[src/rtl/spi_clk_pkg.sv]
`default_nettype none
// ============================================================================
// Module   : spi_clk_pkg
// Brief    : Shared state encoding and phase-length helper for the SPI SCK generator
// Revision : 1.0
// ============================================================================
package spi_clk_pkg;

    typedef logic [1:0] state_t;

    localparam state_t c_ST_IDLE    = 2'd0;
    localparam state_t c_ST_IDLE_PH = 2'd1;
    localparam state_t c_ST_ACT_PH  = 2'd2;
    localparam state_t c_ST_HOLD    = 2'd3;

    localparam int c_MIN_DIV = 2;

    typedef struct packed {
        logic [31:0] la;
        logic [31:0] li;
    } phase_len_t;

    // Odd ratios put the spare cycle on the idle level.
    function automatic phase_len_t calc_phase(input logic [31:0] div);
        logic [31:0] d;
        phase_len_t  p;
        d    = (div < 32'(c_MIN_DIV)) ? 32'(c_MIN_DIV) : div;
        p.la = d >> 1;
        p.li = d - p.la;
        return p;
    endfunction

endpackage
`default_nettype wire

[src/rtl/spi_phase_cnt.sv]
`default_nettype none
// ============================================================================
// Module   : spi_phase_cnt
// Brief    : Loadable terminal-count counter timing one SCK phase
// Revision : 1.0
// ============================================================================
module spi_phase_cnt #(
    parameter int DIV_W = 15
) (
    input  logic             clkin,
    input  logic             reset,
    input  logic             load,
    input  logic             en,
    input  logic [DIV_W-1:0] limit,
    output logic             tc
);

    localparam logic [DIV_W-1:0] c_ONE = DIV_W'(1);

    logic [DIV_W-1:0] r_cnt;

    always_ff @(posedge clkin) begin
        if (reset) begin
            r_cnt <= '0;
        end else if (load) begin
            r_cnt <= '0;
        end else if (en) begin
            r_cnt <= r_cnt + c_ONE;
        end
    end

    assign tc = en && (r_cnt == limit);

endmodule
`default_nettype wire

[src/rtl/spi_sck_gen.sv]
`default_nettype none
// ============================================================================
// Module   : spi_sck_gen
// Brief    : Programmable-ratio SCK burst generator with edge strobes
// Revision : 1.0
// ============================================================================
module spi_sck_gen #(
    parameter int DIV_W = 15,
    parameter int CNT_W = 6
) (
    input  logic             clkin,
    input  logic             reset,
    input  logic [DIV_W-1:0] div,
    input  logic             cpol,
    input  logic [CNT_W-1:0] nbits,
    input  logic             start,
    output logic             busy,
    output logic             done,
    output logic             sck,
    output logic             lead_stb,
    output logic             trail_stb
);

    import spi_clk_pkg::*;

    localparam logic [DIV_W-1:0] c_DIV_ONE = DIV_W'(1);
    localparam logic [CNT_W-1:0] c_CNT_ONE = CNT_W'(1);

    state_t           r_state;
    logic             r_cpol_l;
    logic [CNT_W-1:0] r_nbits_l;
    logic [CNT_W-1:0] r_bitcnt;
    logic [DIV_W-1:0] r_la_m1;
    logic [DIV_W-1:0] r_li_m1;
    logic             r_busy;
    logic             r_done;
    logic             r_sck;
    logic             r_lead;
    logic             r_trail;

    phase_len_t       w_ph;
    logic [DIV_W-1:0] w_la;
    logic [DIV_W-1:0] w_li;
    logic [DIV_W-1:0] w_limit;
    logic             w_en;
    logic             w_load;
    logic             w_tc;

    assign w_ph    = calc_phase(32'(div));
    assign w_la    = DIV_W'(w_ph.la);
    assign w_li    = DIV_W'(w_ph.li);
    assign w_limit = (r_state == c_ST_ACT_PH) ? r_la_m1 : r_li_m1;
    assign w_en    = (r_state != c_ST_IDLE);
    // Restart the phase count on every phase boundary and while idle.
    assign w_load  = (r_state == c_ST_IDLE) || w_tc;

    spi_phase_cnt #(
        .DIV_W (DIV_W)
    ) u_phase_cnt (
        .clkin (clkin),
        .reset (reset),
        .load  (w_load),
        .en    (w_en),
        .limit (w_limit),
        .tc    (w_tc)
    );

    always_ff @(posedge clkin) begin
        if (reset) begin
            r_state   <= c_ST_IDLE;
            r_cpol_l  <= 1'b0;
            r_nbits_l <= '0;
            r_bitcnt  <= '0;
            r_la_m1   <= '0;
            r_li_m1   <= '0;
            r_busy    <= 1'b0;
            r_done    <= 1'b0;
            r_sck     <= 1'b0;
            r_lead    <= 1'b0;
            r_trail   <= 1'b0;
        end else begin
            r_done  <= 1'b0;
            r_lead  <= 1'b0;
            r_trail <= 1'b0;
            case (r_state)
                c_ST_IDLE: begin
                    r_sck <= cpol;
                    if (start && (nbits != '0)) begin
                        r_cpol_l  <= cpol;
                        r_nbits_l <= nbits;
                        r_la_m1   <= w_la - c_DIV_ONE;
                        r_li_m1   <= w_li - c_DIV_ONE;
                        r_bitcnt  <= '0;
                        r_busy    <= 1'b1;
                        r_state   <= c_ST_IDLE_PH;
                    end
                end
                c_ST_IDLE_PH: begin
                    if (w_tc) begin
                        r_sck   <= ~r_cpol_l;
                        r_lead  <= 1'b1;
                        r_state <= c_ST_ACT_PH;
                    end
                end
                c_ST_ACT_PH: begin
                    if (w_tc) begin
                        r_sck    <= r_cpol_l;
                        r_trail  <= 1'b1;
                        r_bitcnt <= r_bitcnt + c_CNT_ONE;
                        // Compare before incrementing so a full-range burst never wraps.
                        if (r_bitcnt == (r_nbits_l - c_CNT_ONE)) begin
                            r_state <= c_ST_HOLD;
                        end else begin
                            r_state <= c_ST_IDLE_PH;
                        end
                    end
                end
                c_ST_HOLD: begin
                    r_sck <= r_cpol_l;
                    if (w_tc) begin
                        r_done  <= 1'b1;
                        r_busy  <= 1'b0;
                        r_state <= c_ST_IDLE;
                    end
                end
                default: begin
                    r_state <= c_ST_IDLE;
                end
            endcase
        end
    end

    assign busy      = r_busy;
    assign done      = r_done;
    assign sck       = r_sck;
    assign lead_stb  = r_lead;
    assign trail_stb = r_trail;

endmodule
`default_nettype wire

[config.mk]
export PLATFORM = sky130hd
export DESIGN_NAME = spi_sck_gen
export DESIGN_NICKNAME = d
export VERILOG_FILES = /design/src/rtl/spi_clk_pkg.sv /design/src/rtl/spi_phase_cnt.sv /design/src/rtl/spi_sck_gen.sv
export SDC_FILE = /design/constraint.sdc
export NUM_CORES = 1
export LEC_CHECK = 0
export CORE_UTILIZATION = 40
export CTS_CLUSTER_DIAMETER = 200
export DETAILED_ROUTE_END_ITERATION = 10
export GPL_ROUTABILITY_DRIVEN = 0
export GPL_TIMING_DRIVEN = 0
export PLACE_DENSITY = 0.59
export SLEW_MARGIN = 20
export SYNTH_ARGS = -nofsm -noshare
export SYNTH_HDL_FRONTEND = slang
export SYNTH_HIERARCHICAL = 1
export SYNTH_SLANG_ARGS = --single-unit
[constraint.sdc]
create_clock -name clkin -period 4.7 [get_ports clkin]
set_input_delay 0.705 -clock clkin [delete_from_list [all_inputs] [get_ports clkin]]
set_output_delay 0.705 -clock clkin [all_outputs]
set_load 0.02 [all_outputs]
; ---- After elaboration in Yosys (flattened, before gate mapping)
; Index checks and enable logic that the tools add are counted.
[op_classes]
add_sub_neg = 6
n_lt_le_gt_ge = 1
eq_ne = 9
muxes = 18
bitwise = 4
reduce_logical = 17
[op_table]
columns = operator, n
row1 = $mux W15, 2
row2 = $add A15 B1 Y15 const B, 1
row3 = $eq A15 B15 Y1, 1
row4 = $lt A15 B2 Y1 const B, 1
row5 = $sub A14 B1 Y15 const B, 1
row6 = $sub A15 B1 Y15 const B, 1
row7 = $sub A15 B14 Y15, 1
row8 = $mux W6, 2
row9 = $pmux W6 S2, 1
row10 = $mux W2, 5
row11 = $pmux W2 S4, 1
row12 = $reduce_or A2 Y1, 4
row13 = $add A6 B1 Y6 const B, 1
row14 = $eq A6 B6 Y1, 1
row15 = $ne A2 B2 Y1 const B, 3
row16 = $reduce_and A3 Y1, 2
row17 = $reduce_bool A2 Y1, 3
row18 = $reduce_bool A6 Y1, 1
row19 = $sub A6 B1 Y6 const B, 1
row20 = $mux W1, 5
row21 = $eq A2 B2 Y1 const B, 2
row22 = $not A1 Y1, 4
row23 = $pmux W1 S4, 1
row24 = $reduce_and A2 Y1, 2
row25 = other kinds (7), 8
[word_totals]
reg_bits = 65
output_inout_bits = 5
word_cells = 67

; ---- Logic depth before layout (Yosys ltp)
; Gate-level depths: netlist of run 1.
[depth]
ltp_word = 6
depth_mapped = 15
ltp_nobuf = 14

; ---- By module
; Netlist of run 1, hierarchy kept.
[modules_own_cells]
columns = module, n_inst, cells_per_inst, area_each_um2, seq_area_each_um2
row1 = spi_sck_gen, 1, 434, 3557.2, 1001.0
row2 = spi_phase_cnt, 1, 100, 882.1, 300.3

; ---- Least setup slack after synthesis of run 1
; OpenSTA, ideal clock, no wires.
[synth_path]
path_type = flip-flop to flip-flop
start = reg r_state[0]
end = reg r_bitcnt[5]
arrival_time_ns = 3.234
setup_slack_ns = 1.388
path_stages_with_launch = 16
synth_period_minus_slack_ns = 3.312
cell_sequence = dfxtp_1 -> clkbuf_1 -> nand2b_1 -> buf_2 -> buf_1 -> mux2_2 -> xnor2_1 -> nand4_1 -> nor4_1 -> clkbuf_1 -> inv_1 -> or2_2 -> a21oi_1 -> nand3_1 -> xor2_1 -> nor3_1
[synth_via]
elab_chain_cells = 6
elab_cells_between_ends = 11
cone_classes = eq/ne: 4 / mux: 2 / reduce/logical: 5
[synth_lines]
columns = element, line
row1 = from (decl), spi_sck_gen.sv:29  ; state_t r_state;
row2 = from (signal assigned), spi_sck_gen.sv:70  ; r_state <= c_ST_IDLE;
row3 = from (signal assigned), spi_sck_gen.sv:95  ; r_state <= c_ST_IDLE_PH;
row4 = from (signal assigned), spi_sck_gen.sv:102  ; r_state <= c_ST_ACT_PH;
row5 = $eq A2 B2 Y1, spi_sck_gen.sv:52  ; assign w_limit = (r_state == c_ST_ACT_PH) ? r_la_m1 : r_li_m1;
row6 = $mux W15, spi_sck_gen.sv:52
row7 = via w_limit[5], spi_sck_gen.sv:44  ; logic [DIV_W-1:0] w_limit;
row8 = $eq A15 B15 Y1, spi_phase_cnt.sv:32  ; assign tc = en && (r_cnt == limit);
row9 = $logic_and A1 B1 Y1, spi_phase_cnt.sv:32
row10 = via w_tc, spi_sck_gen.sv:47  ; logic w_tc;
row11 = $ne A2 B2 Y1 (no source line), -
row12 = $reduce_and A3 Y1 (no source line), -
row13 = to (signal assigned), spi_sck_gen.sv:109  ; r_bitcnt <= r_bitcnt + c_CNT_ONE;
row14 = to (decl), spi_sck_gen.sv:32  ; logic [CNT_W-1:0] r_bitcnt;
; The timed path passes the listed nets, and every way through them passes these cells.
; A chain may end at the register's enable or synchronous reset.

; ---- Final worst setup path of run 1
[layout_path]
start = in div[13]
end = reg r_li_m1[13]
[layout_via]
elab_chain_cells = 4
[layout_lines]
columns = element, line
row1 = from (decl), spi_sck_gen.sv:13  ; input logic [DIV_W-1:0] div,
row2 = $lt A15 B2 Y1, spi_clk_pkg.sv:27  ; d = (div < 32'(c_MIN_DIV)) ? 32'(c_MIN_DIV) : div;
row3 = $mux W15 (*), spi_clk_pkg.sv:27
row4 = $sub A15 B14 Y15 (*), spi_clk_pkg.sv:29  ; p.li = d - p.la;
row5 = $sub A15 B1 Y15 (*), spi_sck_gen.sv:92  ; r_li_m1 <= w_li - c_DIV_ONE;
row6 = to (signal assigned), spi_sck_gen.sv:92
row7 = to (decl), spi_sck_gen.sv:34  ; logic [DIV_W-1:0] r_li_m1;
; Mark *: on every way between the ends. The rest lies on a longest branch, timed or not.

==> results by group, run 1 <==
Power
  • Sequential share of power: 0.422
  • Switching Fraction: 0.296
  • Final Total Pwr: roughly 1.4 mW
  • Net switching power: roughly 0.42 mW
  • Power share of the clock group: 0.334
  • Leak: 1.91 nW
  • Max rail drop VDD: between 0.1 and 0.15 mV
  • Comb power frac: 0.244
  • Pwr Density: approximately 280 nW/um^2
  • Int Power: between 1 and 1.5 mW

Routing
  • Vias/cell: ~5.3
  • Detailed Route Iter0 Violations: around 180
  • DR pass1 iterations: 9
  • ANT nets after route: 0
  • DR vias: around 3800
  • WL final: 11.2 mm
  • # DRC: 1
  • WL/cell: around 16 um

Worst setup path
  • Critical Path AT: between 4 and 5 ns
  • WP data required: between 4 and 5 ns
  • Endpoint class of the critical path: flip-flop
  • Crit start category: input port
  • Crit-path max FO: 6
  • Crit Path Class: in2reg

Synthesis
  • Mean post-synth cell area: about 8.3 um^2
  • Synth Cell Area: 4440 um^2
  • Count leader, synth: dfxtp_1
  • Yosys top cell area share: 0.293
  • Synth Net Count: roughly 590
  • Post-synthesis cell type count: 65
  • Synth Instances: about 530
  • Synth top cells by count: dfxtp_1, nand2_1, nor2_1
  • Yosys top cell by area: dfxtp_1
  • Post-synth EDFFs: 0
  • Sequential-to-total area share from yosys stat: 0.293
  • Synth top area cells: dfxtp_1, ha_1, xnor2_1
  • YS warnings: 6
  • Post-synth ARST share: 0
  • Top FF cell, synth: dfxtp_1
  • FF+latch count, synth: 65

Floorplan
  • Core region area: approximately 11000 um^2
  • Die Y: approximately 110 um
  • Die Footprint: about 12000 um^2
  • Row count: 38
  • Die Wd: 107 um
  • Starting Density: 0.410
  • Ports: 30

Finish
  • # nets final: about 630
  • Filler cell count in the final layout: about 1100
  • Synth-to-layout area growth: 14.9%
  • # diodes: 0
  • Layout cell share with drive strength beyond 1: 0.109

Global routing
  • Largest net degree at the start of global routing: 11
  • Global route overflow: 0
  • GRT Total Usage: 0.207
  • Vias in the first global route: approximately 3600
  • Global-route wire length before repair: approximately 18 mm
  • Initial antenna violation count: 0

Clock network
  • Clk root buf: clkbuf_8
  • Post-cts resize count: 0
  • Clk sinks: 65
  • Setup bufs post-CTS: 0
  • H-Tree Depth: 3
  • Post-cts hold buffer count: 0
  • CTS tree: done
  • Num CTS Buffers: 9
  • CTS Buffer Depth: 2
  • Clock transition at path regs: ~0.060 ns
  • Clk_lat worst skew: roughly 0.35 ns

STA
  • RSZ-0062 raised after global routing: false
  • Relative slew slack: 0.590
  • Tmin final: 4.12 ns
  • Setup TNS: 0 ns
  • FMAX: 243 MHz
  • Hold slack: 0.448 ns
  • Worst slew pin tran: between 0.6 and 0.7 ns
  • Endpoints failing setup: 0
  • Part of the cycle the worst path needs: 0.876
  • Final hold viol count: 0
  • Slew Limit Fails: 0
  • Setup Skew: 0.00919 ns

Status
  • Failing checks: design-rule violations
  • Run status: finished, violations left

Placement
  • Post-DP HPWL: between 8 and 9 mm
  • Port Buf Inserts: 29

Min path
  • Hold WC Path Type: reg2reg

Flow run
  • Max-cap viol count: 0
## cell usage in the layout (no fill, tap or decap), types with 3 or more instances in the layout
cell type        count
dfxtp_1             65
nand2_1             53
nor2_1              49
a21oi_1             42
xnor2_1             38
ha_1                33
inv_1               31
clkdlybuf4s50_1     29
nor3_1              18
clkbuf_1            18
clkbuf_8            16
a211oi_1            16
mux2_2              15
o21ai_0             14
nand3_1             14
xor2_1              10
nand4_1              9
nor4_1               8
buf_2                6
o31ai_1              6
or4_1                5
mux2i_1              5
nand2b_1             4
a31oi_1              4
o211ai_1             4
o21bai_1             4
or3_1                4
nor4b_1              3
buf_6                3
or2_2                3
nor3b_1              3
## flip-flops by register name (all words and copies together) (netlist names), 2 cells and up
name	count
r_nbits_l	6
r_li_m1	15
r_la_m1	15
r_bitcnt	6
r_state	2
u_phase_cnt/r_cnt	15
## kinds of logic (layout without fill, tap and decap cells)
family | count (synthesis) | after routing | share of synthesized area
and+or+nand+nor | 189 | 189 | 0.214
xor gates and xnor gates | 48 | 48 | 0.0947
muxes | 20 | 20 | 0.0493
adders and majority gates | 34 | 34 | 0.0975
AOI/OAI and AO/OA | 114 | 114 | 0.179
DFF | 65 | 65 | 0.293
buffers and inverters | 64 | 108 | 0.0724
## cell type report
cell class / instances / area, um^2 / area share
Buffer: 33 / 205 / 0.0402
Clock buffer: 12 / 155 / 0.0304
Clock inverter: 3 / 40.0 / 0.00785
Inverter: 31 / 116 / 0.0228
Multi-Input combinational cell: 405 / 2820 / 0.552
Sequential cell: 65 / 1300 / 0.255
Tap cell: 140 / 175 / 0.0343
Timing Repair Buffer: 29 / 290 / 0.0569
## power groups by stage
stage,registers (mW),clock network (mW),logic [mW]
floorplan,0.610,0,0.244
global placement,0.612,0,0.340
detailed placement,0.613,0,0.345
CTS,0.601,0.488,0.347
global route,0.606,0.523,0.382
finish,0.601,0.477,0.348
## routing by layer
layer | share of wire | up-vias | GRT usage
li1 | - | 1953 | -
met1 | 0.46 | 1771 | 0.257
met2 | 0.48 | 98 | 0.356
met3 | 0.039 | 18 | 0.0412
met4 | 0.021 | 0 | 0.0724
met5 | 0 | - | 0
## through the flow
step           setup WS [ns]  std cells  utilization  cell area [um^2]
6_report               0.583        718        0.470              5100
5_1_grt                0.157        718        0.470              5100
4_1_cts                0.574        718        0.470              5100
3_5_place_dp           0.210        703        0.452              4900
3_3_place_gp           0.221        703        0.452              4900
2_1_floorplan           1.39        534            -              4440
## critical path, stage by stage
cell and delay [ns]:
clkdlybuf4s50_1 0.51, inv_1 0.06, ha_1 0.26, nor4b_1 0.17, nand4_1 0.28, nor2b_1 0.49, inv_1 0.09, ha_1 0.35
a211o_1 0.27, a31oi_1 0.29, o211a_1 0.23, or4_1 0.16, or4b_1 0.43, o211ai_1 0.09
## worst paths after layout
kind	from	to	slack (ns)	depth (start not counted)
worst max-delay path	div[13]	r_li_m1[13]	0.58	14
worst min-delay path	r_li_m1[11]	r_li_m1[11]	0.45	2
worst max register to register	r_state[0]	r_bitcnt[5]	0.62	15
worst min register to register	r_li_m1[11]	r_li_m1[11]	0.45	2
No activity file was read; power rests on OpenSTA's default activity.
==> run 2: changes to the inputs <==
--- a/config.mk
+++ b/config.mk
@@ -8,10 +8,10 @@
 export CORE_UTILIZATION = 40
 export CTS_CLUSTER_DIAMETER = 200
 export DETAILED_ROUTE_END_ITERATION = 10
+export DONT_BUFFER_PORTS = 1
 export GPL_ROUTABILITY_DRIVEN = 0
 export GPL_TIMING_DRIVEN = 0
-export PLACE_DENSITY = 0.59
-export SLEW_MARGIN = 20
+export PLACE_DENSITY = 0.57
 export SYNTH_ARGS = -nofsm -noshare
 export SYNTH_HDL_FRONTEND = slang
 export SYNTH_HIERARCHICAL = 1
==> constraint.sdc (replaced) <==
create_clock -name clkin -period 3.4 [get_ports clkin]
set_input_delay 0.51 -clock clkin [delete_from_list [all_inputs] [get_ports clkin]]
set_output_delay 0.51 -clock clkin [all_outputs]
set_load 0.02 [all_outputs]
==> run 2 against run 1 <==
Against the previous run:
- the run still ends with design-rule violations left
- first-iteration DRC count increased by 12%
- worst setup slack got worse by 0.37 ns
- sequential cell count unchanged
- clock power increased by 42%
- critical path type is now reg2reg
- critical endpoint is now r_bitcnt[5]
- largest power group unchanged
==> results by group, run 2 (synthesis results as in run 1) <==
STA
  • RSZ-0062 raised after global routing: false (unchanged)
  • Part of the cycle the worst path needs: 0.938
  • Endpoints failing setup: 0 (unchanged)
  • Worst slew pin tran: 0.581 ns (was 0.615 ns)
  • Tmin final: between 3 and 4 ns
  • Final setup margin: 0.212 ns (was 0.583 ns)
  • Slew Limit Fails: 0 (unchanged)
  • Relative slew slack: 0.611 (was 0.590)
  • Setup Skew: 0.0134 ns (was 0.00919 ns)
  • FMAX: 314 MHz
  • Setup TNS: 0 ns (unchanged)
  • Final hold viol count: 0 (unchanged)

Finish
  • Non-filler cells, final: 687 (was 718)
  • Multi-input logic area: 2840 um^2 (was 2820 um^2)
  • Commonest non-fill, non-tap cell in the layout: dfxtp_1 (unchanged)
  • # diodes: 0 (unchanged)
  • Layout cell share with drive strength beyond 1: 0.128 (was 0.109)
  • Synth-to-layout area growth: 9.30% (was 14.9%)
  • Commonest cells after routing, fill and taps aside: dfxtp_1, nand2_1, nor2_1 (unchanged)
  • # nets final: 603 (was 633)
  • Largest regs: r_la_m1: 15 flops, r_li_m1: 15 flops, u_phase_cnt/r_cnt: 15 flops (unchanged)
  • Filler cell count in the final layout: 1095 (was 1069)
  • Reg area: 1300 um^2 (about the same)

Placement
  • Post-DP HPWL: 8.39 mm (was 8.68 mm)
  • Port Buf Inserts: 0 (was 29)
  • Pre-CTS setup slack: -0.732 ns (was 0.210 ns)
  • Placed insts: 674 (was 703)

Floorplan
  • Starting Density: 0.410 (unchanged)
  • Die Y: 107 um (unchanged)
  • Die Footprint: 11500 um^2 (unchanged)
  • Row count: 38 (unchanged)
  • Ports: 30 (unchanged)
  • Die Wd: 107 um (unchanged)
  • Core region area: 10800 um^2 (unchanged)

Power
  • Leak: 1.81 nW (was 1.91 nW)
  • Pwr Density: 401 nW/um^2 (was 280 nW/um^2)
  • Max rail drop VDD: 0.226 mV (was 0.143 mV)

Global routing
  • Initial antenna violation count: 0 (unchanged)
  • Global route overflow: 0 (unchanged)
  • Vias in the first global route: 3643 (was 3629)
  • Global-route wire length before repair: 18.0 mm (was 18.4 mm)
  • GRT Total Usage: 0.202 (was 0.207)
  • Largest net degree at the start of global routing: 11 (unchanged)

Clock network
  • CTS Buffer Depth: 2 (unchanged)
  • Clk root buf: clkbuf_8 (unchanged)
  • Num CTS Buffers: 9 (unchanged)
  • Clock transition at path regs: 0.07 ns (was 0.06 ns)
  • Clk_lat worst skew: 0.34 ns (was 0.35 ns)
  • H-Tree Depth: 3 (unchanged)
  • CTS tree: done (unchanged)
  • Clk sinks: 65 (unchanged)

Worst setup path
  • Crit Path Class: reg2reg (was in2reg)
  • Crit-path max FO: 10 (was 6)
  • WP data required: 3.67 ns (was 4.97 ns)
  • Crit start category: flip-flop (was input port)
  • Critical Path AT: 3.45 ns (was 4.39 ns)
  • Endpoint class of the critical path: flip-flop (unchanged)

Min path
  • Hold WC Path Type: in2reg (was reg2reg)

Routing
  • Vias/cell: 5.41 (was 5.35)
  • WL/cell: 15.9 um (was 15.6 um)
  • Detailed Route Iter0 Violations: 197 (was 176)
  • ANT nets after route: 0 (unchanged)
  • WL final: 10.9 mm (was 11.2 mm)
  • # DRC: 1 (unchanged)
  • DR pass1 iterations: 7 (was 9)
  • DR vias: 3714 (was 3840)

Status
  • Run status: finished, violations left (unchanged)
  • Failing checks: design-rule violations (unchanged)

Flow run
  • Max-cap viol count: 0 (unchanged)
[run 2: changes by cell type in the layout (fill, tap and decap cells not counted), sizes merged]
cell | before | now
clkinvlp | 0 | 1
clkinv | 2 | 0
clkbuf | 35 | 32
clkdlybuf4s50 | 29 | 0
buf | 10 | 12
[run 2: repair_timing]
item                       in CTS  in global routing
hold buffers                    0                  0
gates resized for setup         7                  5
setup buffers                   0                  1
pin swaps                       0                  1
setup endpoints to repair      25                 16
[run 2: routing by layer]
metal	up-vias	part of all wire	routed length, um	GRT usage
met5	-	0	0	0
met2	78	0.48	5220	0.353
met3	12	0.025	275	0.0266
met4	0	0.012	135	0.0714
li1	1897	-	-	-
met1	1727	0.48	5280	0.253
[run 2: layout make-up]
type | instances | share of cell area
clock buffer | 12 | 0.0340
sequential | 65 | 0.268
timing repair buffer | 1 | 0.00155
inverter | 31 | 0.0240
tap | 140 | 0.0361
multi-input combinational | 405 | 0.585
buffer | 31 | 0.0436
clock inverter | 2 | 0.00774
[run 2: power by group]
group | total, mW | leakage [nW] | switching [mW] | internal, mW
sequential | 0.836 | 0.531 | 0.0296 | 0.806
combinational | 0.433 | 1.18 | 0.249 | 0.185
clock | 0.677 | 0.101 | 0.286 | 0.391
[run 2: worst paths after layout]
kind / startpoint / endpoint / slack (ns) / cells past startpoint
setup reg to reg: r_state[0] / r_bitcnt[5] / 0.21 / 14
hold reg to reg: r_li_m1[11] / r_li_m1[11] / 0.46 / 2
hold / removal: nbits[5] / r_nbits_l[5] / 0.31 / 2
setup / recovery: r_state[0] / r_bitcnt[5] / 0.21 / 14
[run 2: critical path, stage by stage (launching register included)]
cell	delay (ns)
dfxtp_2	0.41
nand2b_1	0.12
buf_4	0.19
buf_6	0.18
mux2_2	0.36
xnor2_1	0.19
nand4_1	0.13
nor4_2	0.29
buf_4	0.20
inv_1	0.11
or2_2	0.36
a21oi_2	0.19
nand3_1	0.11
xor2_1	0.15
nor3_1	0.11
[run 2: per-stage QoR]
stage               instance area (um^2)  hold WS, ns  power [mW]  utilization
CTS                                 4830        0.289        1.95        0.445
finish                              4850        0.305        1.95        0.448
global placement                    4610        0.435        1.27        0.426
floorplan                           4440        0.420        1.18            -
detailed placement                  4610        0.445        1.28        0.426
global route                        4850        0.311        2.05        0.448
==> run 3: changes to the inputs <==
--- a/config.mk
+++ b/config.mk
@@ -5,13 +5,14 @@
 export SDC_FILE = /design/constraint.sdc
 export NUM_CORES = 1
 export LEC_CHECK = 0
+export ABC_CLOCK_PERIOD_IN_PS = 3400
 export CORE_UTILIZATION = 40
 export CTS_CLUSTER_DIAMETER = 200
 export DETAILED_ROUTE_END_ITERATION = 10
 export DONT_BUFFER_PORTS = 1
 export GPL_ROUTABILITY_DRIVEN = 0
 export GPL_TIMING_DRIVEN = 0
-export PLACE_DENSITY = 0.57
+export PLACE_DENSITY = 0.66
 export SYNTH_ARGS = -nofsm -noshare
 export SYNTH_HDL_FRONTEND = slang
 export SYNTH_HIERARCHICAL = 1
==> run 3 against run 2 <==
Against the previous run:
- the run now ends clean
- sequential share of layout area barely moved
- global-route usage is 0.27 points lower
- clock power is 4.0% lower
- core utilization about the same
- cell count up 0.44%
- power shrank 1.4%
- via count up 1.9%
- maximum frequency shrank 1.2%
- register-to-register slack got worse by 0.04 ns
- first-iteration DRC count shrank 34%
- hold slack lost 0.014 ns
==> results by group, run 3 (synthesis results as in run 1) <==
Clock network
  • Post-cts hold buffer count: 0 (unchanged)
  • H-Tree Depth: 3 (unchanged)
  • Num CTS Buffers: 9 (unchanged)
  • Clock transition at path regs: 0.08 ns (was 0.07 ns)
  • Clk root buf: clkbuf_8 (unchanged)
  • Clk_lat worst skew: 0.35 ns (was 0.34 ns)
  • CTS Buffer Depth: 2 (unchanged)
  • CTS tree: done (unchanged)
  • Clk sinks: 65 (unchanged)

Floorplan
  • Starting Density: 0.410 (unchanged)
  • Die Wd: 107 um (unchanged)
  • Die Y: 107 um (unchanged)
  • Row count: 38 (unchanged)
  • Core region area: 10800 um^2 (unchanged)
  • Die Footprint: 11500 um^2 (unchanged)
  • Ports: 30 (unchanged)

Global routing
  • Largest net degree at the start of global routing: 13 (was 11)
  • Global-route wire length before repair: 17.8 mm (was 18.0 mm)
  • Vias in the first global route: 3662 (was 3643)
  • Initial antenna violation count: 0 (unchanged)
  • Global route overflow: 0 (unchanged)
  • GRT Total Usage: 0.199 (was 0.202)

Finish
  • Synth-to-layout area growth: 9.22% (was 9.30%)
  • Layout cell share with drive strength beyond 1: 0.131 (was 0.128)
  • Finished Core Util: 0.447 (was 0.448)
  • Largest regs: r_la_m1: 15 flops, r_li_m1: 15 flops, u_phase_cnt/r_cnt: 15 flops (unchanged)
  • Design area: 4850 um^2 (about the same)
  • # diodes: 0 (unchanged)
  • Commonest cells after routing, fill and taps aside: dfxtp_1, nand2_1, nor2_1 (unchanged)
  • Commonest non-fill, non-tap cell in the layout: dfxtp_1 (unchanged)
  • # nets final: 604 (was 603)

Worst setup path
  • Crit-path max FO: 10 (unchanged)
  • Worst path max stage delay: 0.41 ns (about the same)
  • Crit Path Class: reg2reg (unchanged)
  • CP cell instances: nand2b_1 -> clkbuf_4 -> buf_6 -> mux2_2 -> xnor2_1 -> nand4_1 -> nor4_2 -> clkbuf_4 -> inv_1 -> or2_2 -> a21oi_2 -> nand3_1 -> xor2_1 -> nor3_1 (was nand2b_1 -> buf_4 -> buf_6 -> mux2_2 -> xnor2_1 -> nand4_1 -> nor4_2 -> buf_4 -> inv_1 -> or2_2 -> a21oi_2 -> nand3_1 -> xor2_1 -> nor3_1)
  • Cell mode on critical path: clkbuf_4 (was buf_4)
  • Endpoint class of the critical path: flip-flop (unchanged)
  • Critical Path AT: 3.50 ns (was 3.45 ns)
  • CP max stage cell: dfxtp_2 (unchanged)
  • WP data required: 3.67 ns (about the same)
  • Crit start category: flip-flop (unchanged)

Min path
  • Hold WC Path Type: in2reg (unchanged)

STA
  • Final hold viol count: 0 (unchanged)
  • FMAX: 310 MHz (was 314 MHz)
  • Setup Skew: 0.00837 ns (was 0.0134 ns)
  • Worst slew pin tran: 0.599 ns (was 0.581 ns)
  • Part of the cycle the worst path needs: 0.949 (was 0.938)
  • Tmin final: 3.23 ns (was 3.19 ns)
  • Relative slew slack: 0.601 (was 0.611)
  • Slew Limit Fails: 0 (unchanged)
  • Endpoints failing setup: 0 (unchanged)

Placement
  • Post-DP HPWL: 8.20 mm (was 8.39 mm)
  • Port Buf Inserts: 0 (unchanged)
  • Area after DPL: 4610 um^2 (unchanged)

Routing
  • DR pass1 iterations: 4 (was 7)
  • ANT nets after route: 0 (unchanged)
  • Vias/cell: 5.49 (was 5.41)
  • Detailed Route Iter0 Violations: 130 (was 197)
  • WL/cell: 15.5 um (was 15.9 um)
  • # DRC: 0 (was 1)
  • WL final: 10.7 mm (was 10.9 mm)
  • DR vias: 3785 (was 3714)

Status
  • Run status: finished, final reports clean (was finished, violations left)

Power
  • Leak: 1.81 nW (about the same)
  • Max rail drop VDD: 0.222 mV (was 0.226 mV)
  • Pwr Density: 396 nW/um^2 (was 401 nW/um^2)

Flow run
  • Max-cap viol count: 0 (unchanged)
## run 3: what timing repair did
action | CTS | global route
setup buffers | 0 | 1
hold endpoints to repair | 0 | 0
setup endpoints to repair | 24 | 18
pin swaps | 0 | 1
gates resized for setup | 6 | 5
## run 3: metal layers
metal,part of all wire,vias up,track usage
li1,-,1898,-
met4,0.022,0,0.0900
met1,0.46,1782,0.251
met2,0.48,89,0.335
met3,0.038,16,0.0297
met5,0,-,0
## run 3: worst paths after layout
check	start	end	slack (ns)	depth (start not counted)
max	r_state[0]	r_bitcnt[5]	0.17	14
min	nbits[4]	r_nbits_l[4]	0.29	2
max reg2reg	r_state[0]	r_bitcnt[5]	0.17	14
min reg2reg	r_li_m1[7]	r_li_m1[7]	0.45	2
## run 3: final cells by class
class | count | area (um^2)
Buffer | 32 | 215
Clock buffer | 9 | 124
Clock inverter | 7 | 71.3
Fill cell | 1100 | 5990
Inverter | 31 | 116
Multi-Input combinational cell | 405 | 2840
Sequential cell | 65 | 1300
Tap cell | 140 | 175
Timing Repair Buffer | 1 | 7.51
## run 3: per-stage QoR
step	power, mW	TNS [ns]	cells	setup WS [ns]	hold WS, ns
CTS	1.92	0	689	0.0410	0.283
global placement	1.27	-8.95	674	-0.621	0.435
floorplan	1.18	0	534	0.0880	0.420
global route	2.02	-0.00355	690	-0.00355	0.290
finish	1.92	0	690	0.174	0.291
detailed placement	1.28	-9.63	674	-0.609	0.447
## run 3: report_power, final
part | internal (mW) | switching [mW] | total, mW | leakage, nW
combinational | 0.184 | 0.248 | 0.432 | 1.18
clock | 0.336 | 0.314 | 0.650 | 0.0912
sequential | 0.806 | 0.0302 | 0.836 | 0.531
total | 1.33 | 0.592 | 1.92 | 1.81
## run 3: worst max-delay path, delay by kind of cell, from the launching register on
family,cells,cell delay [ns]
AOI/OAI and AO/OA,1,0.20
DFF,1,0.41
buffers and inverters,4,0.72
and+or+nand+nor,6,1.11
muxes,1,0.35
xor gates and xnor gates,2,0.35
